===== config.mk =====
export PLATFORM = sky130hd
export DESIGN_NAME = sudoku_board_ctrl
export DESIGN_NICKNAME = d
export VERILOG_FILES = /design/src/rtl/sudoku_pkg.sv /design/src/rtl/sudoku_button_edge.sv /design/src/rtl/sudoku_board_ctrl.sv
export SDC_FILE = /design/constraint.sdc
export NUM_CORES = 2
export LEC_CHECK = 0
export CELL_PAD_IN_SITES_DETAIL_PLACEMENT = 0
export CELL_PAD_IN_SITES_GLOBAL_PLACEMENT = 2
export CORE_AREA = 2 2 308 386
export CTS_CLUSTER_DIAMETER = 100
export DETAILED_ROUTE_END_ITERATION = 8
export DIE_AREA = 0 0 310 388
export HOLD_SLACK_MARGIN = 0.15
export PLACE_DENSITY_LB_ADDON = 0.1
export SLEW_MARGIN = 25
export SYNTH_ARGS = -nofsm -noshare
export SYNTH_HDL_FRONTEND = slang
export SYNTH_SLANG_ARGS = --single-unit

===== constraint.sdc =====
create_clock -name clk -period 46.2 [get_ports clk]
set_clock_uncertainty 0.05 [all_clocks]
set_input_delay 9.24 -clock clk [delete_from_list [all_inputs] [get_ports clk]]
set_output_delay 9.24 -clock clk [all_outputs]
set_load 0.02 [all_outputs]

===== src/rtl/sudoku_pkg.sv =====
// Shared types, default geometry and index helpers for the sudoku board controller.
package sudoku_pkg;

    localparam int unsigned BOX_DEF    = 3;
    localparam int unsigned SIDE_DEF   = BOX_DEF * BOX_DEF;
    localparam int unsigned CELLS_DEF  = SIDE_DEF * SIDE_DEF;
    localparam int unsigned VAL_W_DEF  = $clog2(SIDE_DEF + 1);
    localparam int unsigned CELL_W_DEF = VAL_W_DEF + 1;

    typedef enum logic [1:0] {
        ST_IDLE  = 2'd0,
        ST_PLAY  = 2'd1,
        ST_CHECK = 2'd2,
        ST_DONE  = 2'd3
    } game_state_e;

    function automatic int unsigned cell_index(input int unsigned row,
                                               input int unsigned col,
                                               input int unsigned side);
        return row * side + col;
    endfunction

    // Flat index of the k-th cell (row-major) inside box number 'box'.
    function automatic int unsigned box_index(input int unsigned box,
                                              input int unsigned k,
                                              input int unsigned bx);
        int unsigned br;
        int unsigned bc;
        br = (box / bx) * bx + k / bx;
        bc = (box % bx) * bx + k % bx;
        return cell_index(br, bc, bx * bx);
    endfunction

endpackage


===== src/rtl/sudoku_button_edge.sv =====
// Registered rising-edge detector; pulse_o is combinational and one-hot, bit 0 highest priority.
module sudoku_button_edge #(
    parameter int unsigned W = 7
) (
    input  logic         clk_i,
    input  logic         rst_i,
    input  logic [W-1:0] btn_i,
    output logic [W-1:0] pulse_o
);

    logic [W-1:0] prev_q;
    logic [W-1:0] rise;

    always_ff @(posedge clk_i or posedge rst_i) begin
        if (rst_i) begin
            prev_q <= '0;
        end else begin
            prev_q <= btn_i;
        end
    end

    assign rise = btn_i & ~prev_q;

    // Two's-complement trick isolates the lowest set bit.
    assign pulse_o = rise & (~rise + W'(1));

endmodule


===== src/rtl/sudoku_board_ctrl.sv =====
// Sudoku board controller: puzzle load, cursor, cell edits, fill count, completion.
// Optional conflict scan enabled by defining SUDOKU_CONFLICT_CHECK_EN.
module sudoku_board_ctrl
    import sudoku_pkg::*;
#(
    parameter int unsigned BOX = BOX_DEF
) (
    input  logic                                                        clk,
    input  logic                                                        reset,
    input  logic                                                        up_button,
    input  logic                                                        down_button,
    input  logic                                                        left_button,
    input  logic                                                        right_button,
    input  logic                                                        start_button,
    input  logic                                                        a_button,
    input  logic                                                        b_button,
    input  logic [(BOX*BOX)*(BOX*BOX)*($clog2(BOX*BOX+1)+1)-1:0]       initial_board,
    output logic [(BOX*BOX)*(BOX*BOX)*($clog2(BOX*BOX+1)+1)-1:0]       board,
    output logic [$clog2(BOX*BOX)-1:0]                                  cursor_row,
    output logic [$clog2(BOX*BOX)-1:0]                                  cursor_col,
    output logic [1:0]                                                  game_state,
    output logic [$clog2((BOX*BOX)*(BOX*BOX)+1)-1:0]                    filled_count,
    output logic                                                        conflict
);

    localparam int unsigned SIDE   = BOX * BOX;
    localparam int unsigned CELLS  = SIDE * SIDE;
    localparam int unsigned VAL_W  = $clog2(SIDE + 1);
    localparam int unsigned CELL_W = VAL_W + 1;
    localparam int unsigned POS_W  = $clog2(SIDE);
    localparam int unsigned CNT_W  = $clog2(CELLS + 1);
    localparam int unsigned BRD_W  = CELLS * CELL_W;

    game_state_e       state_q, state_d;
    logic [BRD_W-1:0]  board_q, board_d, load_board;
    logic [POS_W-1:0]  row_q, row_d, col_q, col_d;
    logic [CNT_W-1:0]  filled_q, filled_d, load_cnt, cur_idx;
    logic              conflict_q, conflict_d;
    logic [6:0]        btn, pulse;
    logic [CELL_W-1:0] cur_cell;
    logic [VAL_W-1:0]  cur_val, inc_val;
    logic              cur_fixed, play, do_a, do_b, full_after_a;

    // Bit order sets action priority: start, b, a, up, down, left, right.
    assign btn = {right_button, left_button, down_button, up_button,
                  a_button, b_button, start_button};

    sudoku_button_edge #(.W(7)) u_edge (
        .clk_i  (clk),
        .rst_i  (reset),
        .btn_i  (btn),
        .pulse_o(pulse)
    );

    assign cur_idx      = CNT_W'(cell_index(32'(row_q), 32'(col_q), SIDE));
    assign cur_cell     = board_q[cur_idx*CELL_W +: CELL_W];
    assign cur_val      = cur_cell[VAL_W-1:0];
    assign cur_fixed    = cur_cell[CELL_W-1];
    assign inc_val      = (cur_val == VAL_W'(SIDE)) ? VAL_W'(1) : cur_val + VAL_W'(1);
    assign play         = (state_q == ST_PLAY);
    assign do_a         = play & pulse[2] & ~cur_fixed;
    assign do_b         = play & pulse[1] & ~cur_fixed;
    assign full_after_a = (filled_q + CNT_W'(cur_val == '0)) == CNT_W'(CELLS);

    // Puzzle sanitising: out-of-range values load as empty, nonzero cells become fixed.
    always_comb begin
        load_board = '0;
        load_cnt   = '0;
        for (int unsigned i = 0; i < CELLS; i++) begin
            if (initial_board[i*CELL_W +: VAL_W] != '0 &&
                initial_board[i*CELL_W +: VAL_W] <= VAL_W'(SIDE)) begin
                load_board[i*CELL_W +: CELL_W] = {1'b1, initial_board[i*CELL_W +: VAL_W]};
                load_cnt = load_cnt + CNT_W'(1);
            end
        end
    end

`ifdef SUDOKU_CONFLICT_CHECK_EN
    logic [POS_W-1:0] k_q, k_d;
    logic             match_q, match_d, hit, match_fin;
    int unsigned      r_idx, c_idx, b_idx, bnum;

    // One scan step: row cell k, column cell k and box cell k against the written value.
    always_comb begin
        bnum  = (32'(row_q) / BOX) * BOX + 32'(col_q) / BOX;
        r_idx = cell_index(32'(row_q), 32'(k_q), SIDE);
        c_idx = cell_index(32'(k_q), 32'(col_q), SIDE);
        b_idx = box_index(bnum, 32'(k_q), BOX);
        hit   = ((k_q != col_q) && (board_q[r_idx*CELL_W +: VAL_W] == cur_val)) ||
                ((k_q != row_q) && (board_q[c_idx*CELL_W +: VAL_W] == cur_val)) ||
                ((b_idx != 32'(cur_idx)) && (board_q[b_idx*CELL_W +: VAL_W] == cur_val));
    end

    assign match_fin = match_q | hit;
`endif

    always_ff @(posedge clk or posedge reset) begin
        if (reset) begin
            state_q <= ST_IDLE;
        end else begin
            state_q <= state_d;
        end
    end

    always_comb begin
        state_d = state_q;
        if (pulse[0]) begin
            state_d = ST_PLAY;
        end else begin
            case (state_q)
                ST_PLAY: begin
`ifdef SUDOKU_CONFLICT_CHECK_EN
                    if (do_a) state_d = ST_CHECK;
`else
                    if (do_a && full_after_a) state_d = ST_DONE;
`endif
                end
`ifdef SUDOKU_CONFLICT_CHECK_EN
                ST_CHECK: begin
                    if (k_q == POS_W'(SIDE - 1)) begin
                        state_d = (filled_q == CNT_W'(CELLS) && !match_fin) ? ST_DONE : ST_PLAY;
                    end
                end
`endif
                default: ;
            endcase
        end
    end

    always_comb begin
        board_d    = board_q;
        row_d      = row_q;
        col_d      = col_q;
        filled_d   = filled_q;
        conflict_d = conflict_q;
`ifdef SUDOKU_CONFLICT_CHECK_EN
        k_d        = k_q;
        match_d    = match_q;
`endif
        if (pulse[0]) begin
            board_d    = load_board;
            filled_d   = load_cnt;
            row_d      = '0;
            col_d      = '0;
            conflict_d = 1'b0;
`ifdef SUDOKU_CONFLICT_CHECK_EN
            k_d        = '0;
            match_d    = 1'b0;
`endif
        end else if (play) begin
            if (do_b) begin
                board_d[cur_idx*CELL_W +: VAL_W] = '0;
                if (cur_val != '0) filled_d = filled_q - CNT_W'(1);
                conflict_d = 1'b0;
            end else if (do_a) begin
                board_d[cur_idx*CELL_W +: VAL_W] = inc_val;
                if (cur_val == '0) filled_d = filled_q + CNT_W'(1);
`ifdef SUDOKU_CONFLICT_CHECK_EN
                k_d     = '0;
                match_d = 1'b0;
`endif
            end else if (pulse[3]) begin
                row_d = (row_q == '0) ? POS_W'(SIDE - 1) : row_q - POS_W'(1);
            end else if (pulse[4]) begin
                row_d = (row_q == POS_W'(SIDE - 1)) ? '0 : row_q + POS_W'(1);
            end else if (pulse[5]) begin
                col_d = (col_q == '0) ? POS_W'(SIDE - 1) : col_q - POS_W'(1);
            end else if (pulse[6]) begin
                col_d = (col_q == POS_W'(SIDE - 1)) ? '0 : col_q + POS_W'(1);
            end
        end
`ifdef SUDOKU_CONFLICT_CHECK_EN
        else if (state_q == ST_CHECK) begin
            k_d     = k_q + POS_W'(1);
            match_d = match_fin;
            if (k_q == POS_W'(SIDE - 1)) conflict_d = match_fin;
        end
`endif
    end

    always_ff @(posedge clk or posedge reset) begin
        if (reset) begin
            board_q    <= '0;
            row_q      <= '0;
            col_q      <= '0;
            filled_q   <= '0;
            conflict_q <= 1'b0;
`ifdef SUDOKU_CONFLICT_CHECK_EN
            k_q        <= '0;
            match_q    <= 1'b0;
`endif
        end else begin
            board_q    <= board_d;
            row_q      <= row_d;
            col_q      <= col_d;
            filled_q   <= filled_d;
            conflict_q <= conflict_d;
`ifdef SUDOKU_CONFLICT_CHECK_EN
            k_q        <= k_d;
            match_q    <= match_d;
`endif
        end
    end

    assign board        = board_q;
    assign cursor_row   = row_q;
    assign cursor_col   = col_q;
    assign game_state   = state_q;
    assign filled_count = filled_q;
    assign conflict     = conflict_q;

endmodule

==> impl_metrics.tcl <==
set metrics [dict create \
    crit_slowest_cell "or4_4" \
    die_h_um 388 \
    regToRegSetupSlack_ps 37880 \
    clkLatencyLatePin_ps 650 \
    wire_per_inst_um 28.1 \
    final_cells 7172 \
    synth-main-ff-cell "dfrtp_1" \
    cpMostUsedCell "ha_4" \
    whs_ps 456 \
    synth_edf_count 0 \
    core_area_um2 116000 \
    tightest_slew_ps 1160 \
    place_inst 7019 \
    min_period_ps 51320 \
    nets 6092 \
    ant_nets 0 \
    crit_path_start_kind "input port" \
    maxSlewHeadroom 0.222 \
    finalWorstSetupSlack_ps -5120 \
    async_flop_share 1.00 \
    place_congestion 0.948 \
    yosysTopAreaCell "dfrtp_1" \
    initial_utilization 0.329 \
    portBuffers 754 \
    setup-violations-final 6 \
    min_period_over_period 1.11 \
    overflow 0 \
    grt_pass1_wl_um 283000 \
    required_ps 46670 \
    fp.dieArea_um2 120000 \
    dp_hpwl_um 159000 \
    worst_setup_path_end_kind "flip-flop" \
    avgSynthCellArea_um2 8.60 \
    hold_path.class "reg2reg" \
    fmax_mhz 19.5 \
    synth_common_cells "nand2_1 (585), dfrtp_1 (429), nor2_1 (385)" \
    syn-instance-count 4450 \
    grt_pass1_vias 39710 \
    synth_cell_type_count 111 \
    drtPass1Iterations 5 \
    vias 40720 \
    drc 0 \
    viasPerCell 5.68 \
    outcome "finished, violations left" \
    drive_above_1_share 0.195 \
    max_cap_violations 0 \
    synth_seq_area_share 0.281 \
    drt_wl_total_um 202000 \
    cts-root-buf "clkbuf_16" \
    drt_iter0_drc 3221 \
    final_hold_viol_count 0 \
    synth.most_common_cell "nand2_1" \
    cts_tree "yes" \
    cpPeakStageDelay_ps 560 \
    grt.total_usage 0.323 \
    synth_fp_nets 4974 \
    cts.sinks 429 \
    rows 140 \
    ys_top_cells_by_area "dfrtp_1 (28%), mux4_2 (6.2%), nand2_1 (5.7%)" \
    io_pins 837 \
    grt_max_degree 116 \
    clkSlewWorstSetupHoldPaths_ps 60 \
    clk_path_buf_depth 3 \
    htree_levels 2 \
    grt_setup_unrepaired "true" \
    dieWidth_um 310 \
    yosysWarnings 0 \
    cts_made_buffers 53 \
    critPathArrivalTime_ps 51780 \
    antenna_found_initial 30 \
    critPathKind "in2reg" \
    crit_path_max_fanout 4 \
    syn_area_um2 38300 \
    ys_seq_elements 429 \
    yosysTopAreaCellShare 0.281 \
    violations "negative setup slack" \
    slew_violations 0 \
    area_growth_pct 42.4 \
]
registers in the layout (all words and copies together) (netlist names):
name,cells
u_edge.prev_q,7
cursor_col,4
cursor_row,4
filled_count,7
game_state,2
board,405
path summary, 6_finish.rpt:
path,from,endpoint,cells past startpoint
hold / removal,board[334],board[334],2
max in group asynchronous,reset,board[246],5
setup / recovery,initial_board[1],filled_count[5],246
hold reg to reg,board[334],board[334],2
setup reg to reg,cursor_col[1],board[10],20
min in group asynchronous,reset,board[384],2
routing by layer:
metal  wire (um)  track usage
met5          63            0
met4        9480        0.134
met3       12200       0.0493
met2       99600        0.561
met1       80300        0.395
worst max-delay path, delay by kind of cell:
kind / cells / cell delay, ps
adders and majority gates: 75 / 19010
muxes: 25 / 6260
and+or+nand+nor: 71 / 8080
buffers and inverters: 17 / 1160
xor gates and xnor gates: 2 / 320
AOI/OAI and AO/OA: 56 / 7630
kinds of logic (layout without fill, tap and decap cells):
family,Yosys count,after routing,synth area share
and+or+nand+nor,1562,1562,0.192
AOI/OAI and AO/OA,1326,1326,0.223
xor gates and xnor gates,451,451,0.135
DFF,429,429,0.281
buffers and inverters,325,1478,0.0323
muxes,243,243,0.0994
adders and majority gates,113,113,0.0372
other,1,8,0.0000980
final cells by class:
cell class	count	area, um^2
fillers	11505	61800
multi-input cells	3696	28100
repair buffers	1269	11500
flip-flops and latches	429	10700
well taps	1562	1950
clock buffers	76	1520
inverters	119	464
clock inverters	14	161
diodes	7	17.5
placed cells by master (no fill, tap or decap), types with 79 or more instances in the layout:
cell               n
and2_1            92
dfrtp_1          429
nor2_1           365
xor2_1           114
buf_4            504
a22oi_1           79
mux2i_1           92
xnor2_1          234
clkdlybuf4s50_1  739
inv_1            101
o21ai_0          356
a21oi_1          292
a32oi_1          181
nand3_1          105
nand2_1          555
mux4_2           105
through the flow:
stage	setup TNS [ps]	instance area (um^2)	utilization	worst slack, ps
after detailed placement	-41390	51600	0.444	-7010
after global placement	-38930	51600	0.443	-6620
final	-30440	54500	0.468	-5120
after global routing	-39590	54500	0.468	-6690
after floorplan	-30140	39100	-	-5180
after CTS	-35930	53500	0.460	-6110
timing repair:
action / CTS / global route
endpoints found under the setup margin: 6 / 6
gates resized for setup: 11 / 147
pin swaps: 18 / 96
hold buffers: 0 / 0
setup buffers: 22 / 33
Power is left out: the tool's default activity adds up to more than one toggle a clock period on the data nets, which glitch-free logic cannot reach.
